<file path="src/rtl/led_pkg.sv">
// led_pkg
//   Shared definitions for the LED fade/PWM stage: FSM state encoding and
//   default sizing constants used by led_fade_pwm and led_pwm_gen.
package led_pkg;

   typedef enum logic [1:0] {
      LED_OFF  = 2'd0,
      LED_RISE = 2'd1,
      LED_ON   = 2'd2,
      LED_FALL = 2'd3
   } led_state_t;

   localparam int LED_PWM_BITS_DEF = 8;
   localparam int LED_STEP_DIV_DEF = 4;

endpackage

</file>
<file path="src/rtl/led_pwm_gen.sv">
// led_pwm_gen
//   Free-running PWM counter and registered comparator.
//   pwm_cnt counts 0..DUTY_MAX-1 (period DUTY_MAX clocks), so a compare value
//   of 0 gives constant low and DUTY_MAX gives constant high.
// Ports
//   clk         in   clock, posedge
//   reset       in   synchronous, active-high
//   clear       in   synchronous soft clear (counter and output to 0)
//   duty_cmp    in   PWM_BITS compare value
//   pwm_out     out  registered PWM output
//   period_end  out  high on the last count of each PWM period
module led_pwm_gen
   import led_pkg::*;
#(
   parameter int PWM_BITS = LED_PWM_BITS_DEF
) (
   input  logic                clk,
   input  logic                reset,
   input  logic                clear,
   input  logic [PWM_BITS-1:0] duty_cmp,
   output logic                pwm_out,
   output logic                period_end
);

   // Last count is DUTY_MAX-1 = 2**PWM_BITS-2, giving a DUTY_MAX-clock period.
   localparam logic [PWM_BITS-1:0] CNT_LAST = PWM_BITS'((2**PWM_BITS) - 2);

   logic [PWM_BITS-1:0] pwm_cnt;

   assign period_end = (pwm_cnt == CNT_LAST);

   always_ff @(posedge clk) begin
      if (reset || clear) begin
         pwm_cnt <= '0;
         pwm_out <= 1'b0;
      end else begin
         pwm_out <= (pwm_cnt < duty_cmp);
         pwm_cnt <= period_end ? '0 : pwm_cnt + 1'b1;
      end
   end

endmodule

</file>
<file path="src/rtl/led_fade_pwm.sv">
// led_fade_pwm
//   Drives an LED pin with PWM that ramps linearly between off and fully on
//   ("breathing") following the 1-bit level from the blink stage.
// Ports
//   clk      in   clock, all logic on posedge
//   reset    in   synchronous, active-high
//   led_in   in   target level (1 = fully on)
//   enable   in   0 = soft clear: OFF, duty 0, PWM output 0
//   pwm_out  out  registered PWM drive
//   duty     out  current linear duty level (PWM_BITS)
//   busy     out  1 while ramping (RISE or FALL)
// Configuration
//   LED_FADE_GAMMA_EN : when defined the PWM compare value is the gamma
//   approximation (duty*(duty+1)) >> PWM_BITS; otherwise it is duty itself.
//   The duty port stays linear in both builds.
module led_fade_pwm
   import led_pkg::*;
#(
   parameter int PWM_BITS = LED_PWM_BITS_DEF,
   parameter int STEP_DIV = LED_STEP_DIV_DEF
) (
   input  logic                clk,
   input  logic                reset,
   input  logic                led_in,
   input  logic                enable,
   output logic                pwm_out,
   output logic [PWM_BITS-1:0] duty,
   output logic                busy
);

   localparam logic [PWM_BITS-1:0] DUTY_MAX    = '1;
   localparam logic [PWM_BITS-1:0] DUTY_MAX_M1 = DUTY_MAX - 1'b1;
   localparam logic [PWM_BITS-1:0] DUTY_ONE    = PWM_BITS'(1);
   localparam int                  STEP_W      = (STEP_DIV > 1) ? $clog2(STEP_DIV) : 1;
   localparam logic [STEP_W-1:0]   STEP_LAST   = STEP_W'(STEP_DIV - 1);

   led_state_t          state;
   led_state_t          state_nxt;
   logic                led_q;
   logic [STEP_W-1:0]   step_cnt;
   logic                step;
   logic                period_end;
   logic [PWM_BITS-1:0] duty_cmp;

   function automatic logic [PWM_BITS-1:0] sat_inc(input logic [PWM_BITS-1:0] d);
      return (d == DUTY_MAX) ? d : d + 1'b1;
   endfunction

   function automatic logic [PWM_BITS-1:0] sat_dec(input logic [PWM_BITS-1:0] d);
      return (d == '0) ? d : d - 1'b1;
   endfunction

`ifdef LED_FADE_GAMMA_EN
   // d*(d+1) never exceeds (2**P-1)*2**P, so the upper half is the exact
   // result and both endpoints map to themselves.
   function automatic logic [PWM_BITS-1:0] gamma_map(input logic [PWM_BITS-1:0] d);
      logic [2*PWM_BITS-1:0] prod;
      prod = ({{PWM_BITS{1'b0}}, d} * {{PWM_BITS{1'b0}}, d}) + {{PWM_BITS{1'b0}}, d};
      return prod[2*PWM_BITS-1:PWM_BITS];
   endfunction

   assign duty_cmp = gamma_map(duty);
`else
   assign duty_cmp = duty;
`endif

   // Input register: the FSM only ever looks at led_q.
   always_ff @(posedge clk) begin
      if (reset) led_q <= 1'b0;
      else       led_q <= led_in;
   end

   // A duty step lands on the last PWM count, so the new duty takes effect
   // from the start of the next period.
   assign step = period_end && (step_cnt == STEP_LAST);

   // FSM state register
   always_ff @(posedge clk) begin
      if (reset || !enable) state <= LED_OFF;
      else                  state <= state_nxt;
   end

   // FSM next state; a reversal request wins over a pending step.
   always_comb begin
      state_nxt = state;
      case (state)
         LED_OFF:  if (led_q) state_nxt = LED_RISE;
         LED_RISE: begin
            if (!led_q)
               state_nxt = LED_FALL;
            else if ((duty == DUTY_MAX) || (step && (duty == DUTY_MAX_M1)))
               state_nxt = LED_ON;
         end
         LED_ON:   if (!led_q) state_nxt = LED_FALL;
         LED_FALL: begin
            if (led_q)
               state_nxt = LED_RISE;
            else if ((duty == '0) || (step && (duty == DUTY_ONE)))
               state_nxt = LED_OFF;
         end
         default:  state_nxt = LED_OFF;
      endcase
   end

   // FSM outputs
   always_comb begin
      busy = (state == LED_RISE) || (state == LED_FALL);
   end

   // Duty level and step divider
   always_ff @(posedge clk) begin
      if (reset || !enable) begin
         duty     <= '0;
         step_cnt <= '0;
      end else begin
         case (state)
            LED_OFF: begin
               duty     <= '0;
               step_cnt <= '0;
            end
            LED_ON: begin
               duty     <= DUTY_MAX;
               step_cnt <= '0;
            end
            LED_RISE: begin
               if (!led_q) begin
                  step_cnt <= '0;
               end else begin
                  if (period_end) step_cnt <= step ? '0 : step_cnt + 1'b1;
                  if (step)       duty     <= sat_inc(duty);
               end
            end
            LED_FALL: begin
               if (led_q) begin
                  step_cnt <= '0;
               end else begin
                  if (period_end) step_cnt <= step ? '0 : step_cnt + 1'b1;
                  if (step)       duty     <= sat_dec(duty);
               end
            end
            default: begin
               duty     <= '0;
               step_cnt <= '0;
            end
         endcase
      end
   end

   led_pwm_gen #(
      .PWM_BITS (PWM_BITS)
   ) u_pwm (
      .clk        (clk),
      .reset      (reset),
      .clear      (!enable),
      .duty_cmp   (duty_cmp),
      .pwm_out    (pwm_out),
      .period_end (period_end)
   );

endmodule

</file>
<file path="config.mk">
export PLATFORM = sky130hd
export DESIGN_NAME = led_fade_pwm
export DESIGN_NICKNAME = d
export VERILOG_FILES = /design/src/rtl/led_pkg.sv /design/src/rtl/led_pwm_gen.sv /design/src/rtl/led_fade_pwm.sv
export SDC_FILE = /design/constraint.sdc
export NUM_CORES = 1
export LEC_CHECK = 0
export BUFFER_PORTS_ARGS = -buffer_cell sky130_fd_sc_hd__buf_2
export CAP_MARGIN = 20
export CORE_ASPECT_RATIO = 0.5
export CORE_UTILIZATION = 45
export CTS_CLUSTER_DIAMETER = 30
export CTS_CLUSTER_SIZE = 16
export DETAILED_ROUTE_END_ITERATION = 12
export PLACE_DENSITY = 0.62
export SLEW_MARGIN = 20
export SYNTH_ARGS = -nofsm -noshare
export SYNTH_HDL_FRONTEND = slang
export SYNTH_SLANG_ARGS = --single-unit
</file>
<file path="constraint.sdc">
create_clock -name clk -period 2.7 [get_ports clk]
set_clock_uncertainty 0.1 [all_clocks]
set_input_delay 0.675 -clock clk [delete_from_list [all_inputs] [get_ports clk]]
set_output_delay 0.675 -clock clk [all_outputs]
set_load 0.01 [all_outputs]
</file>
==> flow_results.org <==
** Pwr
- Dividing total power by cell area gives a power density of 373 mW/mm^2.
- Clock network fraction of total power :: 36.5%
- Cell internal power was estimated by the tool at 496 uW.
- Lkg Pwr :: 0.652 nW
- Combinational cell fraction of total power :: 12.6%
- Total power consumption of the routed design :: 675 uW
- Switching portion of total power :: 26.5%
- Net switching power :: 179 uW
- Of the total power, registers draw 50.9%.
- Worst ir drop on vdd :: 0.153 mV

** Logic synthesis
- Async set-or-reset flop fraction in the synthesized netlist :: 0%
- Count leader, synth :: sky130_fd_sc_hd__dfxtp_1
- Yosys warning total :: 0
- Area share of the largest cell type after synthesis :: 26.5%
- By area the synthesized netlist is led by sky130_fd_sc_hd__dfxtp_1 (27%), sky130_fd_sc_hd__ha_1 (15%), sky130_fd_sc_hd__nor2_1 (4.1%).
- The synthesized design contains 0 enable-type register cells.
- The biggest area contributor in the post-synthesis netlist is sky130_fd_sc_hd__dfxtp_1.
- Counting every instance in the synthesized netlist gives 207.
- A synthesized cell averages 8.03 sq um.
- Seq/Total Area, Yosys :: 26.5%
- Count of different cell masters after synthesis :: 45
- Post-synth net total :: 231
- The most used flip-flop cell after synthesis is sky130_fd_sc_hd__dfxtp_1.
- Number of register bits inferred by synthesis :: 22
- By count the netlist is led by sky130_fd_sc_hd__dfxtp_1 (22), sky130_fd_sc_hd__ha_1 (20), sky130_fd_sc_hd__nor2_1 (18).
- In this run the cell area of the synthesized design comes to 0.00166 sq mm.

** GRT
- Global routing used 21.9% of the available tracks.
- Number of antenna violations at the first check in global routing :: 0
- Entering global routing, the biggest net connects 19 pins.
- In the global route stage, met2 resource usage came out at 35.3%.
- In the global route stage, met1 resource usage came out at 30.8%.
- GRT Residual Overflow :: 0
- The first global-routing pass estimated 6500 microns of wire.
- Via count of the first global-routing pass :: 1327
- Global routing used 4.39% of the available met3 tracks.
- Peak-usage layer in the global routing report :: met2

** Critical path
- In this run the critical register-to-register path is captured at duty[6].
- In this design, the stage delay of the slowest critical-path cell is 620 ps.
- For the worst setup path, the data arrival time is 1680 ps.
- STA classifies the critical path startpoint as a flop.
- Category of the critical setup timing path :: reg -> out
- For this design, the slowest cell found on the critical path is sky130_fd_sc_hd__dfxtp_1.
- Reg2reg path depth :: 6
- Element type at the critical path end :: output port
- R2R Path Start :: state[0]
- The cell family contributing the most delay on the critical path is flip-flops.
- CP Cell Sequence :: ha_2, or2_2, buf_2
- CP Max Fanout :: 18
- For flop-to-flop paths, the worst setup slack is 300 ps.
- Buffers & Inverters on Critical Path :: 1
- Data on the critical path is required at its endpoint by 1920 ps.

** Place
- # port buffers :: 13
- DPL Wire Length :: 2950 microns
- Gpl congestion :: 0.814

** Clock network
- Clock-pin slew was measured on the worst setup and hold paths at 90 ps.
- For the worst-skew pair, the clock arrives at the later sink with an insertion delay of 270 ps.
- Bufs on Longest Clock Path :: 2
- After clock tree synthesis, the repair step resized 0 gates.
- For this design, the sink count on the clock tree is 22.
- Clock H-tree levels :: 1
- Post-CTS timing repair inserted 0 buffers for setup.
- TritonCTS built the clock tree.
- The tree is rooted in a sky130_fd_sc_hd__clkbuf_8.
- Cts bufs inserted :: 3
- After clock tree synthesis, the flow added hold-fix buffers numbering 0.

** Floorplanning
- The floorplan has 15 rows.
- The floorplan step set the die height to 45.0 microns.
- Core outline area :: 0.00347 sq mm
- The die covers 0.00395 sq mm.
- Die Wd :: 87.9 microns
- Ports placed on the boundary :: 14
- Once the floorplan was initialized, standard cells occupied 47.9% of the core.

** Route
- Wirelength per Cell :: 14.6 microns
- Total wire length :: 3910 microns
- In this run the remaining antenna-violating nets after routing total 0.
- Post-route DRC :: 0
- After the first detailed-routing iteration, the DRC count stood at 148.
- The final route contains 1545 vias.
- Dividing the detail-routed via count by the number of cells gives 5.79.
- First-pass iteration count of the detailed router :: 5

** STA
- The total count of max-transition violations in the final report was 0.
- In this run the tightest slew margin relative to its limit is 65.3%.
- Setup violations remaining at the end of the flow were counted as 0.
- Setup total negative slack on the finished layout was measured at 0 ps.
- Setup repair after global routing left no endpoint under its margin.
- Fraction of the cycle the final worst path needs :: 90.8%
- Highest attainable clock frequency :: 408 MHz
- Transition at the pin with the smallest max-transition slack :: 520 ps
- Period minus WS final :: 2450 ps
- The final count of hold timing violations was 0.

** Finish
- Utilization of the core after routing :: 52.1%
- Across the whole layout, storage elements account for 440 sq um.
- Footprint of the multi-input gates :: 0.00111 sq mm
- The area growth from synthesis to layout is 8.96%.
- Fillcell total :: 326
- Ant diodes :: 0
- Share of post-route cells with drive strength above 1 :: 11.1%
- Nets :: 241

** Hold path
- The worst hold path was traced through 2 stages.
- Worst Hold End :: step_cnt[0]
- Type of the tightest min-delay check :: reg -> reg
- The startpoint identified for the worst hold timing path is step_cnt[0].

** Run
- The tool flagged a number of max-cap violations equal to 0.

** Run status
- The flow ran to the end, and the final reports show no timing, DRC or antenna violations.
## layout by cell type (no fill, tap or decap), types with 2 or more instances in the layout
cell type	instances
sky130_fd_sc_hd__a211o_1	2
sky130_fd_sc_hd__a21o_1	3
sky130_fd_sc_hd__a21oi_1	10
sky130_fd_sc_hd__a221o_1	2
sky130_fd_sc_hd__a221oi_1	2
sky130_fd_sc_hd__buf_2	13
sky130_fd_sc_hd__buf_4	2
sky130_fd_sc_hd__clkbuf_8	4
sky130_fd_sc_hd__dfxtp_1	22
sky130_fd_sc_hd__ha_1	19
sky130_fd_sc_hd__inv_1	16
sky130_fd_sc_hd__mux2i_1	2
sky130_fd_sc_hd__nand2_1	16
sky130_fd_sc_hd__nand2b_1	2
sky130_fd_sc_hd__nand3_1	13
sky130_fd_sc_hd__nand4_1	7
sky130_fd_sc_hd__nor2_1	18
sky130_fd_sc_hd__nor2b_1	2
sky130_fd_sc_hd__nor3_1	10
sky130_fd_sc_hd__nor4_1	2
sky130_fd_sc_hd__o21ai_0	6
sky130_fd_sc_hd__o22ai_1	3
sky130_fd_sc_hd__o311ai_0	3
sky130_fd_sc_hd__o41ai_1	4
sky130_fd_sc_hd__or3_1	3
sky130_fd_sc_hd__or4_1	3
sky130_fd_sc_hd__xnor2_1	7
sky130_fd_sc_hd__xor2_1	2
## cells by family after synthesis
kind of cell             count (synthesis)  synth area share, %
AND/OR/NAND/NOR                         82                 25.9
adder cells (fa/ha/maj)                 20                 15.1
buffers and inverters                   26                 6.78
XOR/XNOR                                 9                 4.74
AO/OA/AOI/OAI                           45                 19.1
flip-flops                              22                 26.5
multiplexers                             3                 1.88
## power by group through the flow
stage	logic, mW	clock network (mW)	registers (mW)
after floorplan	0.0665	0	0.346
after global placement	0.0836	0	0.351
after detailed placement	0.0840	0	0.351
after CTS	0.0841	0.252	0.343
after global routing	0.0956	0.265	0.345
final	0.0854	0.246	0.343
## cell type report
| type | count | area share [%] |
|---|---|---|
| inverter | 16 | 3.32 |
| sequential | 22 | 24.3 |
| multi-input combinational | 159 | 61.4 |
| clock buffer | 4 | 3.04 |
| tap | 51 | 3.52 |
| timing repair buffer | 15 | 4.42 |
## worst max-delay path by stage
stage | end | cells past startpoint | slack (ps) | start
2_1_floorplan | duty[6] | 7 | 620 | duty[1]
3_3_place_gp | duty[0] | 6 | 370 | state[0]
3_5_place_dp | duty[0] | 7 | 320 | state[1]
4_1_cts | busy | 3 | 90 | state[0]
5_1_grt | duty[6] | 6 | 70 | state[0]
6_report | busy | 3 | 250 | state[0]
## stage by stage
step | hold slack [ps] | std cells | area (sq um) | setup slack (ps)
floorplan | 342 | 207 | 1660 | 622
detailed placement | 370 | 263 | 1750 | 316
finish | 374 | 267 | 1810 | 249
global placement | 354 | 263 | 1750 | 370
CTS | 381 | 267 | 1810 | 94.4
global route | 401 | 267 | 1810 | 65.6
## state kept, by name (all words and copies together) (netlist names)
register and count:
step_cnt 2, u_pwm.pwm_cnt 8, led_q 1, duty 8
state 2, u_pwm.pwm_out 1
## tightest hold or removal path, stage by stage (launching register included)
cell and delay [ps]:
sky130_fd_sc_hd__dfxtp_1 330, sky130_fd_sc_hd__nand2_1 60, sky130_fd_sc_hd__a21oi_1 50
## layer usage
metal  wire length (microns)  up-vias
met2                    1620       59
met3                     251       11
met5                       0        -
met4                      55        0
met1                    1980      700
li1                        -      775
Note: power is estimated with default switching activity, not from simulation.
